<file path="src/rtl/alu_pkg.sv">
`default_nettype none
// +----------------------------------------------------------------------+
// | alu_pkg : operation codes and shared defaults for alu_muldiv         |
// | Revision: 1.0                                                        |
// +----------------------------------------------------------------------+
package alu_pkg;

  localparam int DEF_WIDTH = 32;

  typedef enum logic [3:0] {
    FOP_ADD  = 4'd0,
    FOP_SUB  = 4'd1,
    FOP_SLL  = 4'd2,
    FOP_SRL  = 4'd3,
    FOP_SRA  = 4'd4,
    FOP_AND  = 4'd5,
    FOP_OR   = 4'd6,
    FOP_XOR  = 4'd7,
    FOP_IMM  = 4'd8,
    FOP_MUL  = 4'd9,
    FOP_DIVU = 4'd10,
    FOP_REMU = 4'd11
  } fop_t;

  function automatic logic is_iterative(fop_t f);
    return (f == FOP_MUL) || (f == FOP_DIVU) || (f == FOP_REMU);
  endfunction

endpackage
`default_nettype wire

</file>
<file path="src/rtl/alu_muldiv_if.sv">
`default_nettype none
// +----------------------------------------------------------------------+
// | alu_muldiv_if : request/response handshake bundle for alu_muldiv     |
// | Revision: 1.0                                                        |
// +----------------------------------------------------------------------+
interface alu_muldiv_if
  import alu_pkg::*;
#(
  parameter int WIDTH = DEF_WIDTH
);

  logic             in_valid;
  logic             in_ready;
  fop_t             fop;
  logic [WIDTH-1:0] rda;
  logic [WIDTH-1:0] rdb;
  logic             out_valid;
  logic             out_ready;
  logic [WIDTH-1:0] result;
  logic             Z;
  logic             N;
  logic             C;
  logic             V;

  modport master (
    output in_valid, fop, rda, rdb, out_ready,
    input  in_ready, out_valid, result, Z, N, C, V
  );

  modport slave (
    input  in_valid, fop, rda, rdb, out_ready,
    output in_ready, out_valid, result, Z, N, C, V
  );

endinterface
`default_nettype wire

</file>
<file path="src/rtl/muldiv_iter.sv">
`default_nettype none
// +----------------------------------------------------------------------+
// | muldiv_iter : one-bit-per-cycle shift-add multiply / restoring divide|
// | Revision: 1.0                                                        |
// +----------------------------------------------------------------------+
module muldiv_iter
  import alu_pkg::*;
#(
  parameter int WIDTH = DEF_WIDTH,
  parameter int SHW   = $clog2(WIDTH)
) (
  input  logic             clk,
  input  logic             rst,
  input  logic             start,
  input  fop_t             op,
  input  logic [WIDTH-1:0] a,
  input  logic [WIDTH-1:0] b,
  output logic             done,
  output logic [WIDTH-1:0] res
);

  localparam logic [SHW:0] LAST = (SHW+1)'(WIDTH - 1);

  logic             running;
  logic [SHW:0]     cnt;
  fop_t             op_r;
  // acc: product (MUL) or partial remainder (DIVU/REMU)
  // opa: shifting multiplicand, or dividend shifting into the quotient
  // opb: shifting multiplier, or constant divisor
  logic [WIDTH-1:0] acc;
  logic [WIDTH-1:0] opa;
  logic [WIDTH-1:0] opb;

  logic [WIDTH-1:0] acc_nxt;
  logic [WIDTH-1:0] opa_nxt;
  logic [WIDTH-1:0] opb_nxt;
  logic [WIDTH:0]   shifted;
  logic [WIDTH:0]   trial;
  logic             fits;

  assign shifted = {acc, opa[WIDTH-1]};
  assign trial   = shifted - {1'b0, opb};
  assign fits    = ~trial[WIDTH];

  always_comb begin
    acc_nxt = acc;
    opa_nxt = opa;
    opb_nxt = opb;
    if (op_r == FOP_MUL) begin
      acc_nxt = opb[0] ? (acc + opa) : acc;
      opa_nxt = {opa[WIDTH-2:0], 1'b0};
      opb_nxt = {1'b0, opb[WIDTH-1:1]};
    end else begin
      // A zero divisor always "fits", which yields all-ones quotient and rda remainder
      acc_nxt = fits ? trial[WIDTH-1:0] : shifted[WIDTH-1:0];
      opa_nxt = {opa[WIDTH-2:0], fits};
    end
  end

  assign done = running && (cnt == LAST);
  assign res  = (op_r == FOP_DIVU) ? opa_nxt : acc_nxt;

  always_ff @(posedge clk or posedge rst) begin
    if (rst) begin
      running <= 1'b0;
      cnt     <= '0;
      op_r    <= FOP_MUL;
      acc     <= '0;
      opa     <= '0;
      opb     <= '0;
    end else if (start) begin
      running <= 1'b1;
      cnt     <= '0;
      op_r    <= op;
      acc     <= '0;
      opa     <= a;
      opb     <= b;
    end else if (running) begin
      acc <= acc_nxt;
      opa <= opa_nxt;
      opb <= opb_nxt;
      if (done) begin
        running <= 1'b0;
        cnt     <= '0;
      end else begin
        cnt <= cnt + (SHW+1)'(1);
      end
    end
  end

endmodule
`default_nettype wire

</file>
<file path="src/rtl/alu_muldiv.sv">
`default_nettype none
// +----------------------------------------------------------------------+
// | alu_muldiv : handshaked ALU with iterative multiply/divide           |
// | Revision: 1.0                                                        |
// +----------------------------------------------------------------------+
module alu_muldiv
  import alu_pkg::*;
#(
  parameter int WIDTH = DEF_WIDTH,
  parameter int SHW   = $clog2(WIDTH)
) (
  input  logic         clk,
  input  logic         rst,
  alu_muldiv_if.slave  bus
);

  generate
    if (WIDTH < 8 || (WIDTH & (WIDTH - 1)) != 0) begin : g_bad_width
      $error("alu_muldiv: WIDTH must be a power of two and at least 8");
    end
  endgenerate

  localparam logic [1:0] S_IDLE = 2'd0;
  localparam logic [1:0] S_BUSY = 2'd1;
  localparam logic [1:0] S_DONE = 2'd2;

  logic [1:0]       state;
  logic [WIDTH-1:0] res_q;
  logic             z_q;
  logic             n_q;
  logic             c_q;
  logic             v_q;

  logic             accept;
  logic             start_iter;
  logic             iter_done;
  logic [WIDTH-1:0] iter_res;

  logic [WIDTH:0]   sum_ext;
  logic [WIDTH:0]   diff_ext;
  logic [SHW-1:0]   shamt;
  logic [WIDTH-1:0] alu_res;
  logic             alu_c;
  logic             alu_v;

  assign bus.in_ready  = (state == S_IDLE);
  assign bus.out_valid = (state == S_DONE);
  assign bus.result    = res_q;
  assign bus.Z         = z_q;
  assign bus.N         = n_q;
  assign bus.C         = c_q;
  assign bus.V         = v_q;

  assign accept     = bus.in_valid && (state == S_IDLE);
  assign start_iter = accept && is_iterative(bus.fop);

  assign sum_ext  = {1'b0, bus.rda} + {1'b0, bus.rdb};
  assign diff_ext = {1'b0, bus.rda} - {1'b0, bus.rdb};
  assign shamt    = bus.rdb[SHW-1:0];

  always_comb begin
    alu_res = '0;
    alu_c   = 1'b0;
    alu_v   = 1'b0;
    case (bus.fop)
      FOP_ADD: begin
        alu_res = sum_ext[WIDTH-1:0];
        alu_c   = sum_ext[WIDTH];
        alu_v   = (bus.rda[WIDTH-1] == bus.rdb[WIDTH-1]) &&
                  (alu_res[WIDTH-1] != bus.rda[WIDTH-1]);
      end
      FOP_SUB: begin
        alu_res = diff_ext[WIDTH-1:0];
        alu_c   = ~diff_ext[WIDTH];
        alu_v   = (bus.rda[WIDTH-1] != bus.rdb[WIDTH-1]) &&
                  (alu_res[WIDTH-1] != bus.rda[WIDTH-1]);
      end
      FOP_SLL: alu_res = bus.rda << shamt;
      FOP_SRL: alu_res = bus.rda >> shamt;
      FOP_SRA: alu_res = WIDTH'($signed(bus.rda) >>> shamt);
      FOP_AND: alu_res = bus.rda & bus.rdb;
      FOP_OR:  alu_res = bus.rda | bus.rdb;
      FOP_XOR: alu_res = bus.rda ^ bus.rdb;
      FOP_IMM: alu_res = bus.rdb;
      default: alu_res = '0;
    endcase
  end

  muldiv_iter #(
    .WIDTH (WIDTH),
    .SHW   (SHW)
  ) u_muldiv_iter (
    .clk   (clk),
    .rst   (rst),
    .start (start_iter),
    .op    (bus.fop),
    .a     (bus.rda),
    .b     (bus.rdb),
    .done  (iter_done),
    .res   (iter_res)
  );

  always_ff @(posedge clk or posedge rst) begin
    if (rst) begin
      state <= S_IDLE;
      res_q <= '0;
      z_q   <= 1'b0;
      n_q   <= 1'b0;
      c_q   <= 1'b0;
      v_q   <= 1'b0;
    end else begin
      case (state)
        S_IDLE: begin
          if (accept) begin
            if (is_iterative(bus.fop)) begin
              state <= S_BUSY;
            end else begin
              state <= S_DONE;
              res_q <= alu_res;
              z_q   <= (alu_res == '0);
              n_q   <= alu_res[WIDTH-1];
              c_q   <= alu_c;
              v_q   <= alu_v;
            end
          end
        end
        S_BUSY: begin
          if (iter_done) begin
            state <= S_DONE;
            res_q <= iter_res;
            z_q   <= (iter_res == '0);
            n_q   <= iter_res[WIDTH-1];
            c_q   <= 1'b0;
            v_q   <= 1'b0;
          end
        end
        S_DONE: begin
          if (bus.out_ready) begin
            state <= S_IDLE;
          end
        end
        default: state <= S_IDLE;
      endcase
    end
  end

endmodule
`default_nettype wire

</file>
<file path="src/flat_wrapper.sv">
// flat-port wrapper written by rule: the top's interface ports become plain ports
module alu_muldiv_flat import alu_pkg::*;
#(
  parameter int WIDTH = DEF_WIDTH,
  parameter int SHW   = $clog2(WIDTH)
)
  (clk, rst, bus_in_valid, bus_fop, bus_rda, bus_rdb, bus_out_ready, bus_in_ready, bus_out_valid, bus_result, bus_Z, bus_N, bus_C, bus_V);
  alu_muldiv_if #(.WIDTH(WIDTH)) bus_i ();
  input  logic clk;
  input  logic rst;
  input wire logic [$bits(bus_i.in_valid)-1:0] bus_in_valid;
  input wire logic [$bits(bus_i.fop)-1:0] bus_fop;
  input wire logic [$bits(bus_i.rda)-1:0] bus_rda;
  input wire logic [$bits(bus_i.rdb)-1:0] bus_rdb;
  input wire logic [$bits(bus_i.out_ready)-1:0] bus_out_ready;
  output wire logic [$bits(bus_i.in_ready)-1:0] bus_in_ready;
  output wire logic [$bits(bus_i.out_valid)-1:0] bus_out_valid;
  output wire logic [$bits(bus_i.result)-1:0] bus_result;
  output wire logic [$bits(bus_i.Z)-1:0] bus_Z;
  output wire logic [$bits(bus_i.N)-1:0] bus_N;
  output wire logic [$bits(bus_i.C)-1:0] bus_C;
  output wire logic [$bits(bus_i.V)-1:0] bus_V;
  assign bus_i.in_valid = bus_in_valid;
  assign bus_i.fop = bus_fop;
  assign bus_i.rda = bus_rda;
  assign bus_i.rdb = bus_rdb;
  assign bus_i.out_ready = bus_out_ready;
  assign bus_in_ready = bus_i.in_ready;
  assign bus_out_valid = bus_i.out_valid;
  assign bus_result = bus_i.result;
  assign bus_Z = bus_i.Z;
  assign bus_N = bus_i.N;
  assign bus_C = bus_i.C;
  assign bus_V = bus_i.V;
  alu_muldiv #(.WIDTH(WIDTH), .SHW(SHW)) u_core (.clk(clk), .rst(rst), .bus(bus_i));
endmodule
</file>
<file path="config.mk">
export PLATFORM = sky130hd
export DESIGN_NAME = alu_muldiv_flat
export DESIGN_NICKNAME = d
export VERILOG_FILES = /design/src/rtl/alu_pkg.sv /design/src/rtl/alu_muldiv_if.sv /design/src/rtl/muldiv_iter.sv /design/src/rtl/alu_muldiv.sv /design/src/flat_wrapper.sv
export SDC_FILE = /design/constraint.sdc
export NUM_CORES = 1
export LEC_CHECK = 0
export ABC_CLOCK_PERIOD_IN_PS = 4050
export CORE_MARGIN = 4
export CORE_UTILIZATION = 43
export DETAILED_ROUTE_END_ITERATION = 8
export SYNTH_ARGS = -nofsm -noshare
export SYNTH_HDL_FRONTEND = slang
export SYNTH_SLANG_ARGS = --single-unit
</file>
<file path="constraint.sdc">
create_clock -name clk -period 4.05 [get_ports clk]
set_input_delay 0.405 -clock clk [delete_from_list [all_inputs] [get_ports clk]]
set_output_delay 0.405 -clock clk [all_outputs]
set_load 0.02 [all_outputs]
</file>
==> flow_summary.ini <==
[floorplan]
start_util_pct = 43.83
io_pins = 110
chipWidth_um = 232.3
core_area_um2 = 49360
dieHeight_um = 232.3
rows = 81
die-area_um2 = 53960

[global_routing]
grt_pass1_wl_um = 177200
grt_max_degree = 87
grt_use_total_pct = 43.77
grt_overflow = 0
grt_pass1_vias = 27620
antenna_found_initial = 6

[yosys]
synth_area_um2 = 21630
ys_ff_latch = 144
synthDistinctLibCells = 105
ys_seq_area_share_pct = 16.67
synth_cells = 2844
synth_fa_ha_area_share_pct = 9.682
synth_top_family_by_area = compound AO/OA/AOI/OAI gates
synth_edf_count = 0
synthFlopType = dfrtp_1
synthXorXnorAreaFrac_pct = 2.753
postSynthAreaPerCell_um2 = 7.606
synth.yosys.warnings = 0
syn_nets = 3081
synth_mux_area_share_pct = 15.90
synth_compound_area_share_pct = 28.39
yosys.area_share.simple_pct = 19.58
async_flop_share_pct = 100.0

[job]
cap_violations = 0

[worst_setup_path]
reg2regPathDepth = 17
r2r-start = u_core.u_muldiv_iter.opa[31]$_DFFE_PP0P_
startpoint = bus_fop[3]
criticalPathCategory = in -> reg
max_stage_delay_ps = 620
arrival_ps = 4700
start_kind = primary input
reg2reg_slack_ps = -260
cp_data_required_time_ps = 4420
crit_slowest_cell = clkdlybuf4s50_1
r2r_end = u_core.bus.Z$_DFFE_PP0P_
critPathMostFrequentCell = buf_4
cp_cell_sequence = clkdlybuf4s50_1 > buf_4 > or4b_2 > buf_4 > a21oi_1 > o21ai_1 > buf_4 > o211ai_1 > a31oi_1 > buf_4 > o211ai_1 > a41oi_1 > a2bb2oi_1 > or4_4 > nor4b_4 > a41oi_2 > o31ai_2
cp-endpoint = u_core.bus.Z$_DFFE_PP0P_
end_kind = flop
path_max_fanout = 11

[timing]
relSlewSlack_pct = 23.23
min_period_ps = 4326
setup_slack_ps = -275.9
fin_skew_ps = 14.31
finalSetupViolations = 1
tightest_slew_ps = 1137
timing.final.crit_share_pct = 106.8
final-hold-violation-count = 0
maxSlewViolCount = 0
max_freq_ghz = 0.2312
rsz0062_at_grt = true

[drt]
drc_errors = 0
routedWlPerCell_um = 27.92
drt_pass1_iterations = 8
postRouteWirelength_um = 122200
vias_per_cell = 6.463
vias = 28300
ant_nets = 0
drt_first_iter_violations = 3983

[placed_design]
post-place-ws_ps = -1406
dpl.hpwl_um = 98200
routabilityCongestion = 1.129
portBuffers = 109

[clocking]
cts-htree-levels = 4
clk_path_buf_depth = 2
cts-root-buf = clkbuf_16
clk_latency_ps = 460
clkSlewWorstSetupHoldPaths_ps = 70
cts_tree = done
numClockSinks = 144
hold_buffers = 0
numCtsBuffers = 17

[power_and_ir_drop]
peakVddDrop_mv = 0.5869
power.leakage_nw = 14.81
power.total_w = 0.02528
power.density_nw_per_um2 = 811.0

[final_layout]
final_net_count = 3934
syn_to_final_growth_pct = 44.09
drive_gt1_share_pct = 32.91

[worst_hold_path]
worstHoldPathCells = 4
min_from = bus_rdb[8]
hold_path.class = in -> reg

[run_status]
violations = setup timing
status = finished with violations
layer usage:
layer,vias to the layer above,GRT usage [%],share of wire [%]
li1,12290,-,-
met2,1961,69.07,44
met1,13520,52.49,36
met3,523,11.37,11
met4,6,29.20,8.6
met5,-,0,0.098
cell families after synthesis:
| kind of cell | Yosys count |
|---|---|
| fa+ha+maj | 165 |
| compound gates | 932 |
| xor+xnor | 68 |
| buf+inv | 378 |
| flops | 144 |
| mux | 262 |
| simple gates | 895 |
registers in the layout, summed over array words and instances, names as in the netlist:
signal and flops:
u_core.bus.V 1, u_core.u_muldiv_iter.acc 32, u_core.u_muldiv_iter.op_r 4, u_core.bus.Z 1, u_core.bus.result 32, u_core.state 2
u_core.u_muldiv_iter.cnt 6, u_core.bus.C 1, u_core.u_muldiv_iter.running 1, u_core.u_muldiv_iter.opa 32, u_core.u_muldiv_iter.opb 32
cell type report:
| class | instances | area, µm² |
|---|---|---|
| antenna | 4 | 10.01 |
| timing repair buffer | 1060 | 8497 |
| tap | 664 | 830.8 |
| clock buffer | 17 | 425.4 |
| multi-input combinational | 2322 | 17080 |
| inverter | 152 | 574.3 |
| sequential | 144 | 3611 |
| fill | 4454 | 18190 |
| clock inverter | 15 | 137.6 |
cell usage after synthesis, types with 23 or more instances:
| cell | instances | share of area (%) |
|---|---|---|
| inv_1 | 149 | 2.6 |
| o31ai_1 | 25 | 0.87 |
| mux4_2 | 61 | 6.4 |
| clkbuf_1 | 162 | 2.8 |
| a21oi_1 | 217 | 5.0 |
| dfrtp_1 | 142 | 16 |
| mux2i_1 | 170 | 7.9 |
| nor2b_1 | 30 | 0.87 |
| a21o_1 | 56 | 1.9 |
| nand3_1 | 59 | 1.4 |
| a31oi_1 | 35 | 1.0 |
| ha_1 | 161 | 9.3 |
| nor2_1 | 264 | 4.6 |
| buf_2 | 32 | 0.74 |
| mux2_2 | 29 | 1.5 |
| nor4_1 | 24 | 0.69 |
| o22ai_1 | 25 | 0.72 |
| o211ai_1 | 50 | 1.7 |
| buf_1 | 23 | 0.40 |
| nand2_1 | 289 | 5.0 |
| xnor2_1 | 51 | 2.1 |
| o21ai_0 | 226 | 5.2 |
| a211oi_1 | 47 | 1.6 |
| nor3_1 | 63 | 1.5 |
how the worst min path moves through the flow:
stage	slack, ps	to
floorplan	450	u_core.u_muldiv_iter.op_r[0]$_DFFE_PP1P_
global placement	460	u_core.bus.result[10]$_DFFE_PP0P_
detailed placement	470	u_core.bus.result[15]$_DFFE_PP0P_
CTS	460	u_core.bus.result[2]$_DFFE_PP0P_
global route	460	u_core.u_muldiv_iter.opb[8]$_DFFE_PP0P_
finish	430	u_core.u_muldiv_iter.opb[8]$_DFFE_PP0P_
power by group:
group	internal, W	leakage (nW)	total (W)	switching [W]
Clock	0.000852	0.276	0.00158	0.000728
Sequential	0.00217	1.78	0.00292	0.000746
Combinational	0.00968	12.8	0.0208	0.0111
Total	0.0127	14.8	0.0253	0.0126
critical path, delay by kind of cell:
family | cells | cell delay [ps]
buffers and inverters | 5 | 1430
and+or+nand+nor | 3 | 1150
AOI/OAI and AO/OA | 9 | 1690
what timing repair did:
| action | 4_1_cts | 5_1_grt |
|---|---|---|
| endpoints found under the setup margin | 10 | 18 |
| pin swaps | 11 | 43 |
| resized for setup | 53 | 91 |
| buffers inserted | 6 | 13 |
cell usage in the layout, fill, tap and decap left out, drive strengths merged, types with 16 or more instances in the layout:
master,instances
inv,153
o22ai,25
dfrtp,142
and2,21
mux2,30
ha,161
o31ai,26
clkbuf,17
buf,957
nor2b,30
o211ai,51
nand4,22
and3,16
a211oi,48
a21oi,219
a31oi,35
mux2i,171
nor2,265
nand2,291
nor3,64
o221ai,22
clkdlybuf4s50,97
xor2,17
a221oi,19
mux4,61
a221o,16
a21o,56
xnor2,51
o21ai,236
nand3,59
nor4,25
per-stage QoR:
stage               cells  hold slack [ps]  TNS [ps]  cell area, µm²  util [%]
global route         4374            456.1    -398.6           31160     63.13
global placement     4326            463.9     -8705           29920     60.63
floorplan            2844            453.2    -212.8           21700         -
CTS                  4361            462.3    -269.7           30740     62.27
finish               4378            425.1    -275.9           31170     63.15
detailed placement   4326            471.5     -9256           29920     60.63
Power figures use the tool's default switching activity.
